### src/rtl/clk_mon.sv
// Derived-clock monitor: synchronises pe_clk/cell_clk, emits rise strobes, measures periods, tracks lock and sticky errors.
// Optional duty measurement outputs (pe_high/cell_high) are built when CLK_MON_DUTY_EN is defined.

module clk_mon_chan #(
    parameter int DIV      = 8,
    parameter int LOCK_CNT = 4,
    parameter int CNT_W    = 8
) (
    input  logic             sys_clk,
    input  logic             reset_n,
    input  logic             clk_in,
    output logic             rise,
    output logic [CNT_W-1:0] period,
    output logic             locked,
    output logic             err_set
`ifdef CLK_MON_DUTY_EN
    ,
    output logic [CNT_W-1:0] high
`endif
);

    typedef enum logic [1:0] {
        IDLE    = 2'd0,
        LOCKING = 2'd1,
        LOCKED  = 2'd2
    } state_t;

    localparam int               MW     = $clog2(LOCK_CNT + 1);
    localparam logic [CNT_W-1:0] DIV_C  = CNT_W'(DIV);
    localparam logic [CNT_W-1:0] TMO_C  = CNT_W'(2 * DIV);
    localparam logic [MW-1:0]    LAST_C = MW'(LOCK_CNT - 1);

    logic             s1_r, s2_r, s3_r, rise_r;
    logic [CNT_W-1:0] cnt_r, cnt_s, period_r, period_s;
    logic [MW-1:0]    match_r, match_s;
    logic             locked_r, locked_s, err_set_s;
    state_t           state_r, state_s;

    // Synchroniser, history flop and registered rise strobe
    always_ff @(posedge sys_clk or negedge reset_n) begin
        if (!reset_n) begin
            s1_r   <= 1'b0;
            s2_r   <= 1'b0;
            s3_r   <= 1'b0;
            rise_r <= 1'b0;
        end else begin
            s1_r   <= clk_in;
            s2_r   <= s1_r;
            s3_r   <= s2_r;
            rise_r <= s2_r & ~s3_r;
        end
    end

    // Channel state, period counter and measurement registers
    always_ff @(posedge sys_clk or negedge reset_n) begin
        if (!reset_n) begin
            state_r  <= IDLE;
            cnt_r    <= '0;
            match_r  <= '0;
            period_r <= '0;
            locked_r <= 1'b0;
        end else begin
            state_r  <= state_s;
            cnt_r    <= cnt_s;
            match_r  <= match_s;
            period_r <= period_s;
            locked_r <= locked_s;
        end
    end

    // Next-state: period check on each strobe, timeout when the counter reaches twice the nominal period
    always_comb begin
        state_s   = state_r;
        match_s   = match_r;
        cnt_s     = cnt_r;
        period_s  = period_r;
        locked_s  = locked_r;
        err_set_s = 1'b0;
        if (rise_r) begin
            cnt_s = CNT_W'(1);
            case (state_r)
                IDLE: begin
                    state_s = LOCKING;
                    match_s = '0;
                end
                LOCKING: begin
                    period_s = cnt_r;
                    if (cnt_r == DIV_C) begin
                        match_s = match_r + MW'(1);
                        if (match_r == LAST_C) begin
                            state_s  = LOCKED;
                            locked_s = 1'b1;
                        end else begin
                            state_s = LOCKING;
                        end
                    end else begin
                        match_s = '0;
                    end
                end
                LOCKED: begin
                    period_s = cnt_r;
                    if (cnt_r != DIV_C) begin
                        state_s   = LOCKING;
                        match_s   = '0;
                        locked_s  = 1'b0;
                        err_set_s = 1'b1;
                    end else begin
                        state_s = LOCKED;
                    end
                end
                default: begin
                    state_s  = IDLE;
                    cnt_s    = '0;
                    match_s  = '0;
                    locked_s = 1'b0;
                end
            endcase
        end else if (state_r == IDLE) begin
            cnt_s = '0;
        end else if (cnt_r == TMO_C) begin
            state_s   = IDLE;
            cnt_s     = '0;
            match_s   = '0;
            locked_s  = 1'b0;
            err_set_s = (state_r == LOCKED);
        end else if (cnt_r != {CNT_W{1'b1}}) begin
            cnt_s = cnt_r + CNT_W'(1);
        end else begin
            cnt_s = cnt_r;
        end
    end

    assign rise    = rise_r;
    assign period  = period_r;
    assign locked  = locked_r;
    assign err_set = err_set_s;

`ifdef CLK_MON_DUTY_EN
    logic [CNT_W-1:0] hcnt_r, high_r;

    // Count synchronised-high cycles per period; s3 is high on the strobe cycle itself
    always_ff @(posedge sys_clk or negedge reset_n) begin
        if (!reset_n) begin
            hcnt_r <= '0;
            high_r <= '0;
        end else if (rise_r) begin
            if (state_r != IDLE) begin
                high_r <= hcnt_r;
            end else begin
                high_r <= high_r;
            end
            hcnt_r <= {{(CNT_W-1){1'b0}}, s3_r};
        end else if (state_r == IDLE) begin
            hcnt_r <= '0;
        end else if (s3_r && (hcnt_r != {CNT_W{1'b1}})) begin
            hcnt_r <= hcnt_r + CNT_W'(1);
        end else begin
            hcnt_r <= hcnt_r;
        end
    end

    assign high = high_r;
`endif

endmodule

module clk_mon #(
    parameter int PE_DIV   = 8,
    parameter int CELL_DIV = 9,
    parameter int LOCK_CNT = 4,
    parameter int CNT_W    = 8
) (
    input  logic             sys_clk,
    input  logic             reset_n,
    input  logic             pe_clk,
    input  logic             cell_clk,
    input  logic             err_clr,
    output logic             pe_rise,
    output logic             cell_rise,
    output logic [CNT_W-1:0] pe_period,
    output logic [CNT_W-1:0] cell_period,
    output logic             pe_locked,
    output logic             cell_locked,
    output logic [1:0]       err
`ifdef CLK_MON_DUTY_EN
    ,
    output logic [CNT_W-1:0] pe_high,
    output logic [CNT_W-1:0] cell_high
`endif
);

    logic       pe_set_s, cell_set_s;
    logic [1:0] err_r;

    clk_mon_chan #(.DIV(PE_DIV), .LOCK_CNT(LOCK_CNT), .CNT_W(CNT_W)) u_pe (
        .sys_clk (sys_clk),
        .reset_n (reset_n),
        .clk_in  (pe_clk),
        .rise    (pe_rise),
        .period  (pe_period),
        .locked  (pe_locked),
        .err_set (pe_set_s)
`ifdef CLK_MON_DUTY_EN
        ,
        .high    (pe_high)
`endif
    );

    clk_mon_chan #(.DIV(CELL_DIV), .LOCK_CNT(LOCK_CNT), .CNT_W(CNT_W)) u_cell (
        .sys_clk (sys_clk),
        .reset_n (reset_n),
        .clk_in  (cell_clk),
        .rise    (cell_rise),
        .period  (cell_period),
        .locked  (cell_locked),
        .err_set (cell_set_s)
`ifdef CLK_MON_DUTY_EN
        ,
        .high    (cell_high)
`endif
    );

    // Sticky error bits; a new error in the clearing cycle survives the clear
    always_ff @(posedge sys_clk or negedge reset_n) begin
        if (!reset_n) begin
            err_r <= 2'b00;
        end else begin
            err_r <= {cell_set_s, pe_set_s} | (err_r & ~{2{err_clr}});
        end
    end

    assign err = err_r;

endmodule

### config.mk
export PLATFORM = sky130hd
export DESIGN_NAME = clk_mon
export DESIGN_NICKNAME = d
export VERILOG_FILES = /design/src/rtl/clk_mon.sv
export SDC_FILE = /design/constraint.sdc
export NUM_CORES = 1
export LEC_CHECK = 0
export CORE_MARGIN = 2
export CORE_UTILIZATION = 26
export CTS_BUF_LIST = sky130_fd_sc_hd__clkbuf_8
export DETAILED_ROUTE_END_ITERATION = 12
export PLACE_DENSITY_LB_ADDON = 0.25
export SKIP_CTS_REPAIR_TIMING = 1
export SLEW_MARGIN = 20
export SYNTH_ARGS = -nofsm -noshare
export SYNTH_HDL_FRONTEND = slang
export SYNTH_SLANG_ARGS = --single-unit
### constraint.sdc
create_clock -name sys_clk -period 3.03 [get_ports sys_clk]
set_clock_uncertainty 0.05 [all_clocks]
set_input_delay 0.606 -clock sys_clk [delete_from_list [all_inputs] [get_ports sys_clk]]
set_output_delay 0.606 -clock sys_clk [all_outputs]
set_load 0.01 [all_outputs]
# [After elaboration in Yosys (flattened, before gate mapping)]
# Index checks and enable logic that the tools add are counted.
# W data, S select, Z words.
[totals] regBits=54 in_bits=5 elab_cells=132
[op_classes] n_addsub=4 eq_ne=22 muxes=60 bitwise=9 n_reduce_logical=18
[ops] op="$mux W8" n=8
[ops] op="$mux W3" n=10
[ops] op="$mux W1" n=24
[ops] op="$mux W2" n=12
[ops] op="$ne A3 B3 Y1 const B" n=6
[ops] op="$add A8 B1 Y8 const B" n=2
[ops] op="$eq A8 B4 Y1 const B" n=2
[ops] op="$eq A8 B5 Y1 const B" n=2
[ops] op="$ne A8 B4 Y1 const B" n=2
[ops] op="$ne A8 B8 Y1 const B" n=2
[ops] op="$pmux W2 S3" n=2
[ops] op="$pmux W3 S2" n=2
[ops] op="$reduce_and A3 Y1" n=4
[ops] op="$reduce_and A5 Y1" n=2
[ops] op="$reduce_bool A4 Y1" n=2
[ops] op="$add A3 B1 Y3 const B" n=2
[ops] op="$eq A3 B2 Y1 const B" n=2
[ops] op="$pmux W1 S3" n=2
[ops] op="$reduce_or A3 Y1" n=2
[ops] op="$eq A2 B1 Y1 const B" n=2
[ops] op="$eq A2 B2 Y1 const B" n=2
[ops] op="$logic_not A2 Y1" n=2
[ops] op="$ne A2 B1 Y1 const B" n=2
[ops] op="$not A1 Y1" n=4
[ops] op="7 further kinds" n=11

# [Logic depth before layout (Yosys ltp)]
[logic_depth] word_depth=5 mapped_depth=7

# [Modules after synthesis]
# From an unflattened synthesis, not the netlist that was laid out.
[hier_totals] hier_cells=251 hier_area_um2=2827.7
[by_module_without_submodules] mod="clk_mon_chan at u_pe" n_inst=1 cells_per_inst=127 area_per_inst_um2=1422.6 seq_area_each_um2=650.6
[by_module_without_submodules] mod="clk_mon_chan at u_cell" n_inst=1 cells_per_inst=119 area_per_inst_um2=1336.3 seq_area_each_um2=650.6
[by_module_without_submodules] mod="clk_mon" n_inst=1 cells_per_inst=5 area_per_inst_um2=68.8 seq_area_each_um2=50.0

# [Least setup slack after synthesis]
# Ideal clock, no wire load.
[synth_timing] path_kind="reg-to-reg" startpoint="register u_cell.state_r[0]" endpoint="register u_cell.cnt_r[4]" setup_ns=0.080 arrival_time_ns=1.954 t_required_ns=2.900 setup_slack_ns=0.946 stages_incl_launch_ff=8 path_buffers=1 cell_sequence="dfrtp_1 inv_1 ha_1 or3b_1 or3_1 buf_2 and3_1 nor3_2"
[synth_between] elab_chain_cells=3 elab_cells_between_ends=4 classes_between="mux (2); reduce/logical (2)"
[synth_rtl] item="start, declared" line_no="37" source="state_t state_r, state_s;"
[synth_rtl] item="start signal, assigned" line_no="63" source="state_r <= state_s;"
[synth_rtl] item="$logic_not A2 Y1 *" line_no="118" source="end else if (state_r == IDLE) begin"
[synth_rtl] item="$mux W8" line_no="118"
[synth_rtl] item="$mux W8" line_no="79" source="if (rise_r) begin"
[synth_rtl] item="end signal, assigned" line_no="64" source="cnt_r <= cnt_s;"
[synth_rtl] item="end, declared" line_no="34" source="logic [CNT_W-1:0] cnt_r, cnt_s, period_r, period_s;"
# Every way passes the cells marked *; elsewhere a longest branch is shown, timed or not.
# A chain may end at the register's enable or synchronous reset.

# [Worst setup path in the final report]
[layout_timing] startpoint="register u_pe.cnt_r[0]" endpoint="register u_pe.cnt_r[0]"
[layout_between] elab_chain_cells=5 elab_cells_between_ends=8 classes_between="add/sub (1); eq/ne (2); mux (4); reduce/logical (1)"
[layout_rtl] item="start, declared" line_no="34"
[layout_rtl] item="start signal, assigned" line_no="64"
[layout_rtl] item="$add A8 B1 Y8" line_no="127" source="cnt_s = cnt_r + CNT_W'(1);"
[layout_rtl] item="$mux W8" line_no="126" source="end else if (cnt_r != {CNT_W{1'b1}}) begin"
[layout_rtl] item="$mux W8" line_no="120" source="end else if (cnt_r == TMO_C) begin"
[layout_rtl] item="$mux W8" line_no="118"
[layout_rtl] item="$mux W8" line_no="79"
# Several ways; a longest one is shown, not always the timed one. The select of a mux whose other input is x is not followed.

==> metrics.md <==
| Metric | Value |
|---|---|
| Synth unique cells | `60` |
| Min-delay worst type | `in -> async` |
| Final setup fails | `0` |
| Port bufs | `26` |
| Comb power frac | `0.225` |
| Mean post-synth cell area | `11.2 um^2` |
| Critical R2R Launch | `u_pe.cnt_r[0]` |
| Total Nets Final | `299` |
| Sequential share of power | `0.505` |
| Pwr Total | `0.00164 W` |
| Final hold vios | `0` |
| Cells taking the most area after synthesis | `dfrtp_1 (48%), ha_1 (8.5%), mux2_2 (4.8%)` |
| Setup_tns | `0 ns` |
| Die width | `108 um` |
| First-pass GRT wire length | `9280 um` |
| Synth Register Bits | `54` |
| Area of the die | `11,600 um^2` |
| Kind of critical path | `reg -> reg` |
| Io pins | `27` |
| Die height | `108 um` |
| Largest net degree at the start of global routing | `44` |
| Crit Path Max Fanout | `8` |
| Internal power | `0.00114 W` |
| Placer Congestion | `0.794` |
| CTS tree | `done` |
| FF-to-FF End | `u_pe.cnt_r[0]` |
| RSZ-0062 raised after global routing | `no` |
| Final period util | `0.749` |
| Worst rel slew slack | `0.594` |
| Avg WL per Cell | `13.4 um` |
| WL final | `5510 um` |
| Ant. Diodes | `0` |
| Delay-heaviest family, CP | `compound AO/OA/AOI/OAI gates` |
| Fin crit period | `2.27 ns` |
| Switching Share | `0.304` |
| DRT iter0 DRCs | `103` |
| Remaining DRCs | `0` |
| Critical path, cell by cell | `inv_1, ha_1, or4b_1, o31ai_4, o221a_1, a21oi_1` |
| Worst setup SP type | `register` |
| Area of the multi-input gates | `1320 um^2` |
| Initial antenna violation count | `0` |
| Worst Setup SP | `u_pe.cnt_r[0]` |
| Clk network pwr share | `0.271` |
| Sequential Area | `1350 um^2` |
| Clock transition at path regs | `0.10 ns` |
| Synth Warn # | `0` |
| Htree depth | `2` |
| R2R Setup Slk | `0.76 ns` |
| Via density per instance | `4.62` |
| Critical Path Sink Type | `register` |
| Static Leak | `1.44 nW` |
| Crit path DAT | `2.41 ns` |
| CTS Buf Count | `5` |
| Hpwl dp | `3970 um` |
| Ys async rst share | `1.00` |
| Antenna Nets Post-Route | `0` |
| Share of cells above drive strength 1 | `0.130` |
| CP bufs+invs | `1` |
| FILL cells | `1,058` |
| Row cnt | `37` |
| Worst Max-Slew Pin Slew | `0.600 ns` |
| Power density over cell area | `499 nW/um^2` |
| CP Data Required Time | `3.17 ns` |
| Reg2reg path depth | `6` |
| Crit-path max cell delay | `0.62 ns` |
| NetSw | `0.000500 W` |
| Fmax | `441 MHz` |
| GRT overflow | `0` |
| Global-route usage over all layers | `0.101` |
| Core Box Area | `10,400 um^2` |
| Via Count | `1,904` |
| Root buffer cell | `clkbuf_8` |
| Clk_lat worst skew | `0.31 ns` |
| Post-synth top area share | `0.481` |
| Starting density of the core | `0.270` |
| CTS max path bufs | `2` |
| Clock tree sinks | `54` |
| Slowest-stage cell, CP | `or4b_1` |
| Max_cap viols | `0` |
| Cell taking the most area after synthesis | `dfrtp_1` |
| Synth-to-Final Area Change | `17.5%` |
| IR drop worst, VDD | `190 uV` |
| Register area share after synthesis | `0.481` |
| Mapped Area | `2810 um^2` |
| Slew Limit Fails | `0` |
| EDFF count, synth | `0` |
| Most used DFF post-synth | `dfrtp_1` |
| Synthesized net count | `274` |
| Pre-antenna DRT Iters | `4` |
| Cells after Synth | `250` |
| Vias in the first global route | `1,843` |
| Outcome | `finished clean` |
[synthesized netlist by cell type, types with 3 or more instances]
cell	instances
a21oi_1	8
nor2_1	14
a22o_1	5
a32o_1	3
o21ai_0	11
nand2_1	13
mux2_2	12
xnor2_1	3
a31oi_1	3
mux2_1	4
ha_1	19
inv_1	20
xor2_1	5
clkbuf_1	3
nor2b_1	3
buf_2	4
nand3_1	6
and3_1	4
nand2b_1	4
or3_1	3
dfrtp_1	54
[flip-flops by register name (all words and copies together), names as in the netlist, 2 cells and up]
signal,cells
err,2
u_cell.cnt_r,8
u_cell.match_r,3
u_cell.period,8
u_cell.state_r,2
u_pe.cnt_r,8
u_pe.match_r,3
u_pe.period,8
u_pe.state_r,2
[layout make-up]
type,instances,share of cell area
Sequential cell,54,0.410
Multi-Input combinational cell,166,0.401
Timing Repair Buffer,28,0.0827
Tap cell,136,0.0516
Clock buffer,7,0.0292
Inverter,20,0.0228
Clock inverter,1,0.00266
[cell families (layout without fill, tap and decap cells)]
group,count (synthesis),after routing,share of synthesized area
mux,17,17,0.0677
compound gates,51,51,0.136
xor+xnor,8,8,0.0250
buf+inv,30,56,0.0472
fa+ha+maj,19,19,0.0847
flops,54,54,0.481
simple gates,71,71,0.158
[layout by cell type (no fill, tap or decap), drive strengths merged, types with 2 or more instances in the layout]
cell            n
a31oi           3
clkbuf          7
inv            20
clkdlybuf4s50  25
nand4           2
mux2           16
ha             19
nand3           6
o21bai          2
and2            2
a32o            3
nor3            4
nor4            3
a21oi           8
xor2            5
nor2           14
nand3b          2
o31ai           2
a22o            5
o41ai           2
dfrtp          54
and4            3
and3            4
o21ai          13
o22ai           2
or3             4
nand2          13
o21a            2
nand2b          4
nor2b           3
buf             3
xnor2           3
[per-stage QoR]
step | instance area [um^2] | utilization | hold WS (ns) | worst slack, ns | instances
6_report | 3300 | 0.317 | 0.229 | 0.761 | 412
3_3_place_gp | 3190 | 0.306 | 0.282 | 0.836 | 404
2_1_floorplan | 2810 | - | 0.260 | 0.946 | 250
3_5_place_dp | 3190 | 0.306 | 0.286 | 0.783 | 404
4_1_cts | 3300 | 0.316 | 0.309 | 0.748 | 412
5_1_grt | 3300 | 0.317 | 0.267 | 0.583 | 412
[routing by layer]
metal	vias to the layer above	wire length [um]	global-route usage
met5	-	0	0
met4	0	73	0.0385
met3	4	98	0.0200
met2	19	2580	0.153
met1	942	2760	0.141
li1	939	-	-
[how the worst max path moves through the flow]
stage	endpoint	slack, ns	cells past startpoint
global placement	u_cell.cnt_r[4]	0.84	6
finish	u_pe.cnt_r[0]	0.76	6
floorplan	u_cell.cnt_r[4]	0.95	7
CTS	u_cell.cnt_r[4]	0.75	6
global route	u_cell.cnt_r[4]	0.58	6
detailed placement	u_pe.cnt_r[0]	0.78	6
[power groups by stage]
stage | clock [W] | sequential [W] | combinational (W)
after global placement | 0 | 0.000843 | 0.000369
after CTS | 0.000469 | 0.000830 | 0.000372
after detailed placement | 0 | 0.000845 | 0.000371
final | 0.000445 | 0.000830 | 0.000369
after floorplan | 0 | 0.000843 | 0.000243
after global routing | 0.000498 | 0.000839 | 0.000411
Power figures use the tool's default switching activity.
